`config.mk`:
```
export PLATFORM = sky130hd
export DESIGN_NAME = mem_responder
export DESIGN_NICKNAME = d
export VERILOG_FILES = /design/src/rtl/mem_responder.sv
export SDC_FILE = /design/constraint.sdc
export NUM_CORES = 1
export LEC_CHECK = 0
export BUFFER_PORTS_ARGS = -buffer_cell sky130_fd_sc_hd__buf_2
export CORE_MARGIN = 5
export CORE_UTILIZATION = 25
export DETAILED_ROUTE_END_ITERATION = 10
export HOLD_SLACK_MARGIN = 0.03
export RECOVER_POWER = 50
export SETUP_SLACK_MARGIN = 0.15
export SLEW_MARGIN = 20
export SYNTH_ARGS = -nofsm -noshare
export SYNTH_HDL_FRONTEND = slang
export SYNTH_SLANG_ARGS = --single-unit
export TNS_END_PERCENT = 5
```
`constraint.sdc`:
```
create_clock -name clk -period 1.5 [get_ports clk]
set_input_delay 0.3 -clock clk [delete_from_list [all_inputs] [get_ports clk]]
set_output_delay 0.3 -clock clk [all_outputs]
set_load 0.03 [all_outputs]
```
`src/rtl/mem_responder.sv`:
```
// mem_responder: memory-side endpoint of the serial TX/RX link.
//
// Receives TX messages from the CPU scheduler NSHIFT bits per cycle:
//   start (tx_pins[0]==1 while idle), header, 16-bit byte address (LSB pair
//   first), and for writes 16 bits of write data in the same order.
// Performs the access on a 16-bit synchronous memory port and, for reads,
// sends an RX reply: one start cycle (rx_pins=01) then the 16-bit word in
// PAYLOAD_CYCLES cycles, LSB pair first.
//
// Link protocol: there is no valid/ready pair. A transfer is framed purely
// by time: a start cycle, then a fixed number of payload cycles that the
// receiver must accept unconditionally. Idle value on both links is 00.
//
// Ports:
//   clk, reset      clock; synchronous active-high reset
//   tx_pins         CPU->responder link
//   rx_pins         responder->CPU link (registered)
//   mem_addr        word address (byte address [15:1])
//   mem_re          read strobe, mem_rdata valid the following cycle
//   mem_we          write strobe
//   mem_be          byte enables ([0] = low/even byte)
//   mem_wdata       write data
//   mem_rdata       read data
//   busy            message in reception or reply pending/being sent
//   err_hdr         pulse: reserved header completed, or reply overwritten
//   dbg_state       receive FSM state (debug)
//
// Optional feature: define MEM_RESP_SWAP_REPLY_EN to make writes also read
// the old word and return it as a reply (swap support).

module mem_responder #(
  parameter int NSHIFT         = 2,
  parameter int PAYLOAD_CYCLES = 8,
  parameter int ADDR_BITS      = 15
) (
  input  logic                 clk,
  input  logic                 reset,
  input  logic [NSHIFT-1:0]    tx_pins,
  output logic [NSHIFT-1:0]    rx_pins,
  output logic [ADDR_BITS-1:0] mem_addr,
  output logic                 mem_re,
  output logic                 mem_we,
  output logic [1:0]           mem_be,
  output logic [15:0]          mem_wdata,
  input  logic [15:0]          mem_rdata,
  output logic                 busy,
  output logic                 err_hdr,
  output logic [1:0]           dbg_state
);

  localparam int CNT_W  = $clog2(PAYLOAD_CYCLES);
  localparam int LEFT_W = $clog2(PAYLOAD_CYCLES + 1);

  localparam logic [1:0] HDR_READ16  = 2'b00;
  localparam logic [1:0] HDR_WRITE8  = 2'b01;
  localparam logic [1:0] HDR_WRITE16 = 2'b10;
  localparam logic [1:0] HDR_RSVD    = 2'b11;

  typedef enum logic [1:0] {
    S_IDLE   = 2'd0,
    S_HEADER = 2'd1,
    S_ADDR   = 2'd2,
    S_DATA   = 2'd3
  } state_e;

  // Receive side
  state_e                 state_q, state_d;
  logic [CNT_W-1:0]       cnt_q, cnt_d;
  logic [1:0]             hdr_q, hdr_d;
  logic [15-NSHIFT:0]     pay_q, pay_d;
  logic [15:0]            addr_q, addr_d;
  logic [15:0]            shift_in;
  logic                   cnt_last;

  // Memory strobes
  logic                   mem_re_q, mem_re_d;
  logic                   mem_we_q, mem_we_d;
  logic [ADDR_BITS-1:0]   mem_addr_q, mem_addr_d;
  logic [1:0]             mem_be_q, mem_be_d;
  logic [15:0]            mem_wdata_q, mem_wdata_d;
  logic                   err_q, err_d;
  logic                   err_fsm, err_ovf;

  // Reply side
  logic                   rd_pend_q, rd_pend_d;
  logic [NSHIFT-1:0]      rx_q, rx_d;
  logic [15:0]            rsh_q, rsh_d;
  logic [LEFT_W-1:0]      left_q, left_d;
  logic                   act_q, act_d;
  logic [15:0]            hold_q, hold_d;
  logic                   hv_q, hv_d;

  // New payload bits enter at the top, so after PAYLOAD_CYCLES shifts the
  // first-received pair sits at [NSHIFT-1:0].
  assign shift_in = {tx_pins, pay_q};
  assign cnt_last = (cnt_q == CNT_W'(PAYLOAD_CYCLES - 1));

  // Receive FSM and access generation
  always_comb begin
    state_d     = state_q;
    cnt_d       = cnt_q;
    hdr_d       = hdr_q;
    pay_d       = pay_q;
    addr_d      = addr_q;
    mem_re_d    = 1'b0;
    mem_we_d    = 1'b0;
    mem_addr_d  = mem_addr_q;
    mem_be_d    = mem_be_q;
    mem_wdata_d = mem_wdata_q;
    err_fsm     = 1'b0;

    case (state_q)
      S_IDLE: begin
        if (tx_pins[0]) state_d = S_HEADER;
      end
      S_HEADER: begin
        hdr_d   = tx_pins[1:0];
        cnt_d   = '0;
        state_d = S_ADDR;
      end
      S_ADDR: begin
        pay_d = shift_in[15:NSHIFT];
        cnt_d = cnt_q + CNT_W'(1);
        if (cnt_last) begin
          addr_d     = shift_in;
          cnt_d      = '0;
          mem_addr_d = shift_in[ADDR_BITS:1];
          case (hdr_q)
            HDR_READ16: begin
              mem_re_d = 1'b1;
              state_d  = S_IDLE;
            end
            HDR_RSVD: begin
              err_fsm = 1'b1;
              state_d = S_IDLE;
            end
            default: begin
`ifdef MEM_RESP_SWAP_REPLY_EN
              // Fetch the old word so it can be returned before the write.
              mem_re_d = 1'b1;
`endif
              state_d = S_DATA;
            end
          endcase
        end
      end
      S_DATA: begin
        pay_d = shift_in[15:NSHIFT];
        cnt_d = cnt_q + CNT_W'(1);
        if (cnt_last) begin
          cnt_d      = '0;
          state_d    = S_IDLE;
          mem_we_d   = 1'b1;
          mem_addr_d = addr_q[ADDR_BITS:1];
          if (hdr_q == HDR_WRITE16) begin
            mem_be_d    = 2'b11;
            mem_wdata_d = shift_in;
          end else begin
            // Byte write: replicate so the enabled lane always sees the byte.
            mem_be_d    = addr_q[0] ? 2'b10 : 2'b01;
            mem_wdata_d = {shift_in[7:0], shift_in[7:0]};
          end
        end
      end
      default: state_d = S_IDLE;
    endcase
  end

  // Reply transmitter. left_q counts data cycles still to be sent after the
  // current one; the transmitter can start a new reply once it reaches 0.
  always_comb begin
    rd_pend_d = mem_re_q;
    rx_d      = '0;
    rsh_d     = rsh_q;
    left_d    = left_q;
    act_d     = 1'b0;
    hold_d    = hold_q;
    hv_d      = hv_q;
    err_ovf   = 1'b0;

    if (left_q != '0) begin
      rx_d   = rsh_q[NSHIFT-1:0];
      rsh_d  = {{NSHIFT{1'b0}}, rsh_q[15:NSHIFT]};
      left_d = left_q - LEFT_W'(1);
      act_d  = 1'b1;
      if (rd_pend_q) begin
        err_ovf = hv_q;
        hold_d  = mem_rdata;
        hv_d    = 1'b1;
      end
    end else if (hv_q) begin
      // Held reply goes first; a simultaneous capture takes its place.
      rx_d   = NSHIFT'(1);
      rsh_d  = hold_q;
      left_d = LEFT_W'(PAYLOAD_CYCLES);
      act_d  = 1'b1;
      hv_d   = 1'b0;
      if (rd_pend_q) begin
        hold_d = mem_rdata;
        hv_d   = 1'b1;
      end
    end else if (rd_pend_q) begin
      rx_d   = NSHIFT'(1);
      rsh_d  = mem_rdata;
      left_d = LEFT_W'(PAYLOAD_CYCLES);
      act_d  = 1'b1;
    end

    err_d = err_fsm | err_ovf;
  end

  always_ff @(posedge clk) begin
    if (reset) begin
      state_q     <= S_IDLE;
      cnt_q       <= '0;
      hdr_q       <= '0;
      pay_q       <= '0;
      addr_q      <= '0;
      mem_re_q    <= 1'b0;
      mem_we_q    <= 1'b0;
      mem_addr_q  <= '0;
      mem_be_q    <= '0;
      mem_wdata_q <= '0;
      err_q       <= 1'b0;
      rd_pend_q   <= 1'b0;
      rx_q        <= '0;
      rsh_q       <= '0;
      left_q      <= '0;
      act_q       <= 1'b0;
      hold_q      <= '0;
      hv_q        <= 1'b0;
    end else begin
      state_q     <= state_d;
      cnt_q       <= cnt_d;
      hdr_q       <= hdr_d;
      pay_q       <= pay_d;
      addr_q      <= addr_d;
      mem_re_q    <= mem_re_d;
      mem_we_q    <= mem_we_d;
      mem_addr_q  <= mem_addr_d;
      mem_be_q    <= mem_be_d;
      mem_wdata_q <= mem_wdata_d;
      err_q       <= err_d;
      rd_pend_q   <= rd_pend_d;
      rx_q        <= rx_d;
      rsh_q       <= rsh_d;
      left_q      <= left_d;
      act_q       <= act_d;
      hold_q      <= hold_d;
      hv_q        <= hv_d;
    end
  end

  assign rx_pins   = rx_q;
  assign mem_addr  = mem_addr_q;
  assign mem_re    = mem_re_q;
  assign mem_we    = mem_we_q;
  assign mem_be    = mem_be_q;
  assign mem_wdata = mem_wdata_q;
  assign err_hdr   = err_q;
  assign busy      = (state_q != S_IDLE) | mem_re_q | rd_pend_q | act_q | hv_q;
  assign dbg_state = state_q;

endmodule

```
==> Word-level counts from Yosys, hierarchy flattened <==
Cells that the tools add are included.
{ "word_totals": {"ff_bits": 114} }
{ "classes": {"add_sub_neg": 2, "eq_ne": 10, "n_mux": 38, "bitwise_logic": 8, "n_reduce_logical": 18} }
{ "op_table": {"columns": ["operator", "count"], "rows": [
  ["$mux 16", 6],
  ["$mux 15", 2],
  ["$pmux 15 s2", 1],
  ["$mux 1", 15],
  ["$mux 14", 1],
  ["$mux 2", 7],
  ["$mux 4", 3],
  ["$reduce_bool 2->1", 5],
  ["$eq 2x2->1 const B", 4],
  ["$ne 2x2->1 const B", 4],
  ["$pmux 2 s4", 1],
  ["$reduce_or 2->1", 4],
  ["$pmux 3 s2", 1],
  ["$reduce_and 3->1", 2],
  ["$or 1x1->1", 5],
  ["$logic_not 2->1", 2],
  ["$reduce_and 2->1", 2],
  ["$reduce_bool 4->1", 1],
  ["$sub 4x1->4 const B", 1],
  ["$add 3x1->3 const B", 1],
  ["$eq 3x3->1 const B", 1],
  ["$mux 3", 1],
  ["$not 1->1", 3],
  ["$reduce_bool 3->1", 1],
  ["2 further kinds", 2]
]} }

==> Longest topological paths before layout <==
{ "depth": {"ltp_word": 5, "mapped_depth": 7} }

==> Worst setup path before layout <==
Ideal clock, no wire load.
{ "synth_timing": {"path_kind": "register to register", "start": "register state_q[0] (netlist: dbg_state[0])", "end": "register mem_addr_q[10] (netlist: mem_addr[10])", "arrival_time_ns": 1.475, "required_time_ns": 1.368, "slack_ns": -0.107, "path_stages_with_launch": 6, "synth_period_minus_slack_ns": 1.607, "cell_sequence": "dfxtp_1 buf_2 mux2_2 buf_4 a21oi_1 nor3_1"} }
{ "synth_via": {"elab_chain_len": 3, "word_cells_on_any_way": 7, "classes_between": "4 x eq/ne; 1 x mux; 2 x reduce/logical"} }
{ "synth_rtl": {"columns": ["item", "line", "text"], "rows": [
  ["start, declared", "67", "state_e state_q, state_d;"],
  ["start signal, assigned", "233", "state_q <= state_d;"],
  ["$eq 2x2->1", "112", "case (state_q)"],
  ["$ne 2x2->1 (no line) or $reduce_bool 2->1 (tied branches)", null, null],
  ["$reduce_and 3->1 (no line)", null, null],
  ["end signal, assigned", "240", "mem_addr_q <= mem_addr_d;"],
  ["end, declared", "78", "logic [ADDR_BITS-1:0] mem_addr_q, mem_addr_d;"]
]} }
Parallel ways exist; a longest one is shown, timed or not.
A chain may end at the register's enable or synchronous reset.

==> Worst setup path after layout <==
{ "layout_timing": {"start": "register left_q[2]", "end": "register rsh_q[6]"} }
{ "layout_via": {"elab_chain_len": 2, "word_cells_on_any_way": 3, "classes_between": "1 x mux; 2 x reduce/logical"} }
{ "layout_rtl": {"columns": ["item", "line", "text"], "rows": [
  ["start, declared", "88", "logic [LEFT_W-1:0] left_q, left_d;"],
  ["start signal, assigned", "247", "left_q <= left_d;"],
  ["$reduce_bool 4->1 (*)", "181", "if (left_q != '0) begin"],
  ["$reduce_bool 3->1 (no line) or $mux 14 (tied branches)", null, null],
  ["end signal, assigned", "246", "rsh_q <= rsh_d;"],
  ["end, declared", "87", "logic [15:0] rsh_q, rsh_d;"]
]} }
Every way passes the cells marked *; elsewhere a longest branch is shown, timed or not.

==> metrics.txt <==
area leader, netlist=dfxtp_1; worst r2r src=left_q[2]; hold slack final=0.122 ns; actual slew at the worst max-slew pin=0.483 ns; fraction of layout cells with a size suffix above 1=31.7%; final period utilization=102%; drt pass-1 iters=4; placed wire-length estimate=7.65 mm; commonest non-fill, non-tap cell in the layout=dfxtp_1; core area=0.0179 sq mm; Initial Util=25.3%; crit path max fanout=10; CTS max path bufs=2; PortBufs=60; status=finished, violations left; die width=145 um; critical path capture point type=flip-flop; die area=0.0209 sq mm; Synth cell types=37; Max-Cap Viols=0; leak pwr=2.37 nW; Worst-path clk slew=0.05 ns; Synth Instances=496; synthesis-stage register bit count=114; row cnt=49; top post-synthesis cells by area=dfxtp_1, a21oi_1, mux2i_1, nand2_1, mux2_2; register area share after synthesis=50.3%; Num CTS Buffers=17; ANT nets after route=0; f_max=657 MHz; Synth-to-Final Area Change=38.4%; global placement routability congestion=0.733; Syn. warnings=0; clock latency on the worst-skew pair=0.41 ns; critical path's slowest cell=or4_1; final setup vio count=5; Worst slew margin=67.8%; Critical Path Source Type=flip-flop; first-pass GRT wire length=18.9 mm; drt drc=0; WL final=12.3 mm; antenna violations before repair=0; CTS Sinks=114; Tmin final=1.52 ns; DR iter-0 viols=174; GRT Overall Usage=11.7%; clock skew=0.00789 ns; RSZ-0062 raised after global routing=yes; H-tree depth=4; Hold Crit Start=mem_rdata[12]; TritonCTS clock tree=built; via density per instance=4.70; Hold WC Path Type=in -> reg; Slew Viols, Final=0; vias in the first global route=3564; most frequent cells in the layout=dfxtp_1, nand2_1, a21oi_1; CP Data Arrival Time=1.81 ns; Post-synth EDFFs=0; share of the synthesized area in the top cell type=50.3%; Die Ht=145 um; WL per Instance=15.2 um; # nets final=595; via count=3809; Synth Flop Type=dfxtp_1; global route total overflow=0; WP data required=1.79 ns; syn_area_per_cell=9.15 sq um; ANT cells=0; crit path cell chain=or4_1, buf_12, nand2_2, a21oi_1; final setup margin=-0.0229 ns; largest net degree at the start of global routing=72; I/O pin cnt=61; PD cells=1180 mW/mm^2; mapped cell area=0.00454 sq mm; Core Util, Final=35.1%; Mapped Nets=522; CP Launch Point=left_q[2]; critical path class=reg -> reg; CP peak stage delay=0.68 ns; asr flop ratio synth=0%; failing checks=negative setup slack; Max VDD drop=0.000782 V; Root Buffer=clkbuf_16; final hold violation count=0; Place WS=-0.0871 ns
==> per-stage QoR <==
step	power (W)	cell area (sq um)	setup TNS [ns]	cells
3_5_place_dp	0.00345	5220	-1.38	768
6_report	0.00743	6280	-0.0786	810
5_1_grt	0.00773	6280	-0.423	810
2_1_floorplan	0.00333	4620	0	496
4_1_cts	0.00751	6020	-0.0697	803
3_3_place_gp	0.00345	5220	-0.514	768
==> logic make-up (layout without fill, tap and decap cells) <==
| logic type | count (synthesis) | in the layout | share of synthesized area [%] |
|---|---|---|---|
| buf+inv | 46 | 131 | 4.99 |
| mux | 41 | 41 | 9.46 |
| simple gates | 161 | 161 | 16.1 |
| flops | 114 | 114 | 50.3 |
| compound gates | 128 | 128 | 17.5 |
| fa+ha+maj | 6 | 6 | 1.65 |
==> Yosys cell counts, drive strengths merged (3+ instances only) <==
cell type / count
nor2: 38
dfxtp: 114
nand2b: 16
o21ai: 7
a211oi: 8
buf: 31
mux2i: 26
nor3b: 3
ha: 6
o211ai: 14
inv: 5
a22o: 16
nand2: 69
nor3: 20
clkbuf: 10
o22ai: 15
a21oi: 63
and3: 3
mux2: 15
==> where the power goes <==
group	switching (W)	internal [W]
clock	0.00140	0.00261
combinational	0.000215	0.000136
sequential	0.0000275	0.00305
==> repair_timing <==
action	CTS	global route
hold buffers	0	0
setup buffers	3	6
endpoints found under the setup margin	75	89
gates cloned	1	1
pin swaps	33	76
gates resized for setup	37	68
==> path summary, 6_finish.rpt <==
kind	endpoint	slack, ns	cells past startpoint
setup / recovery	rsh_q[6]	-0.02	4
hold / removal	hold_q[12]	0.12	2
setup reg to reg	rsh_q[6]	-0.02	4
hold reg to reg	mem_wdata[4]	0.45	2
==> state kept, by name (all words and copies together) (netlist names) <==
name,flops
hold_q,16
err_hdr,1
left_q,4
pay_q,14
hdr_q,2
rx_pins,2
mem_wdata,16
rsh_q,16
mem_be,2
mem_we,1
mem_re,1
dbg_state,2
act_q,1
hv_q,1
cnt_q,3
addr_q,16
rd_pend_q,1
mem_addr,15
==> layout make-up <==
| cell class | instances | area, sq um |
|---|---|---|
| fillers | 1867 | 11600 |
| multi-input cells | 336 | 2390 |
| flip-flops and latches | 114 | 2300 |
| repair buffers | 95 | 694 |
| clock buffers | 23 | 488 |
| well taps | 229 | 287 |
| clock inverters | 8 | 103 |
| inverters | 5 | 18.8 |
==> metal layers <==
layer	track usage [%]	routed length, um
met3	3.98	600
met4	3.83	174
met2	17.7	5660
met1	15.7	5840
met5	0	0
==> worst max-delay path, delay by kind of cell, from the launching register on <==
family / cells / cell delay (ns)
compound gates: 1 / 0.06
simple gates: 2 / 0.74
buf+inv: 1 / 0.22
flops: 1 / 0.37
Note: power is estimated with default switching activity, not from simulation.
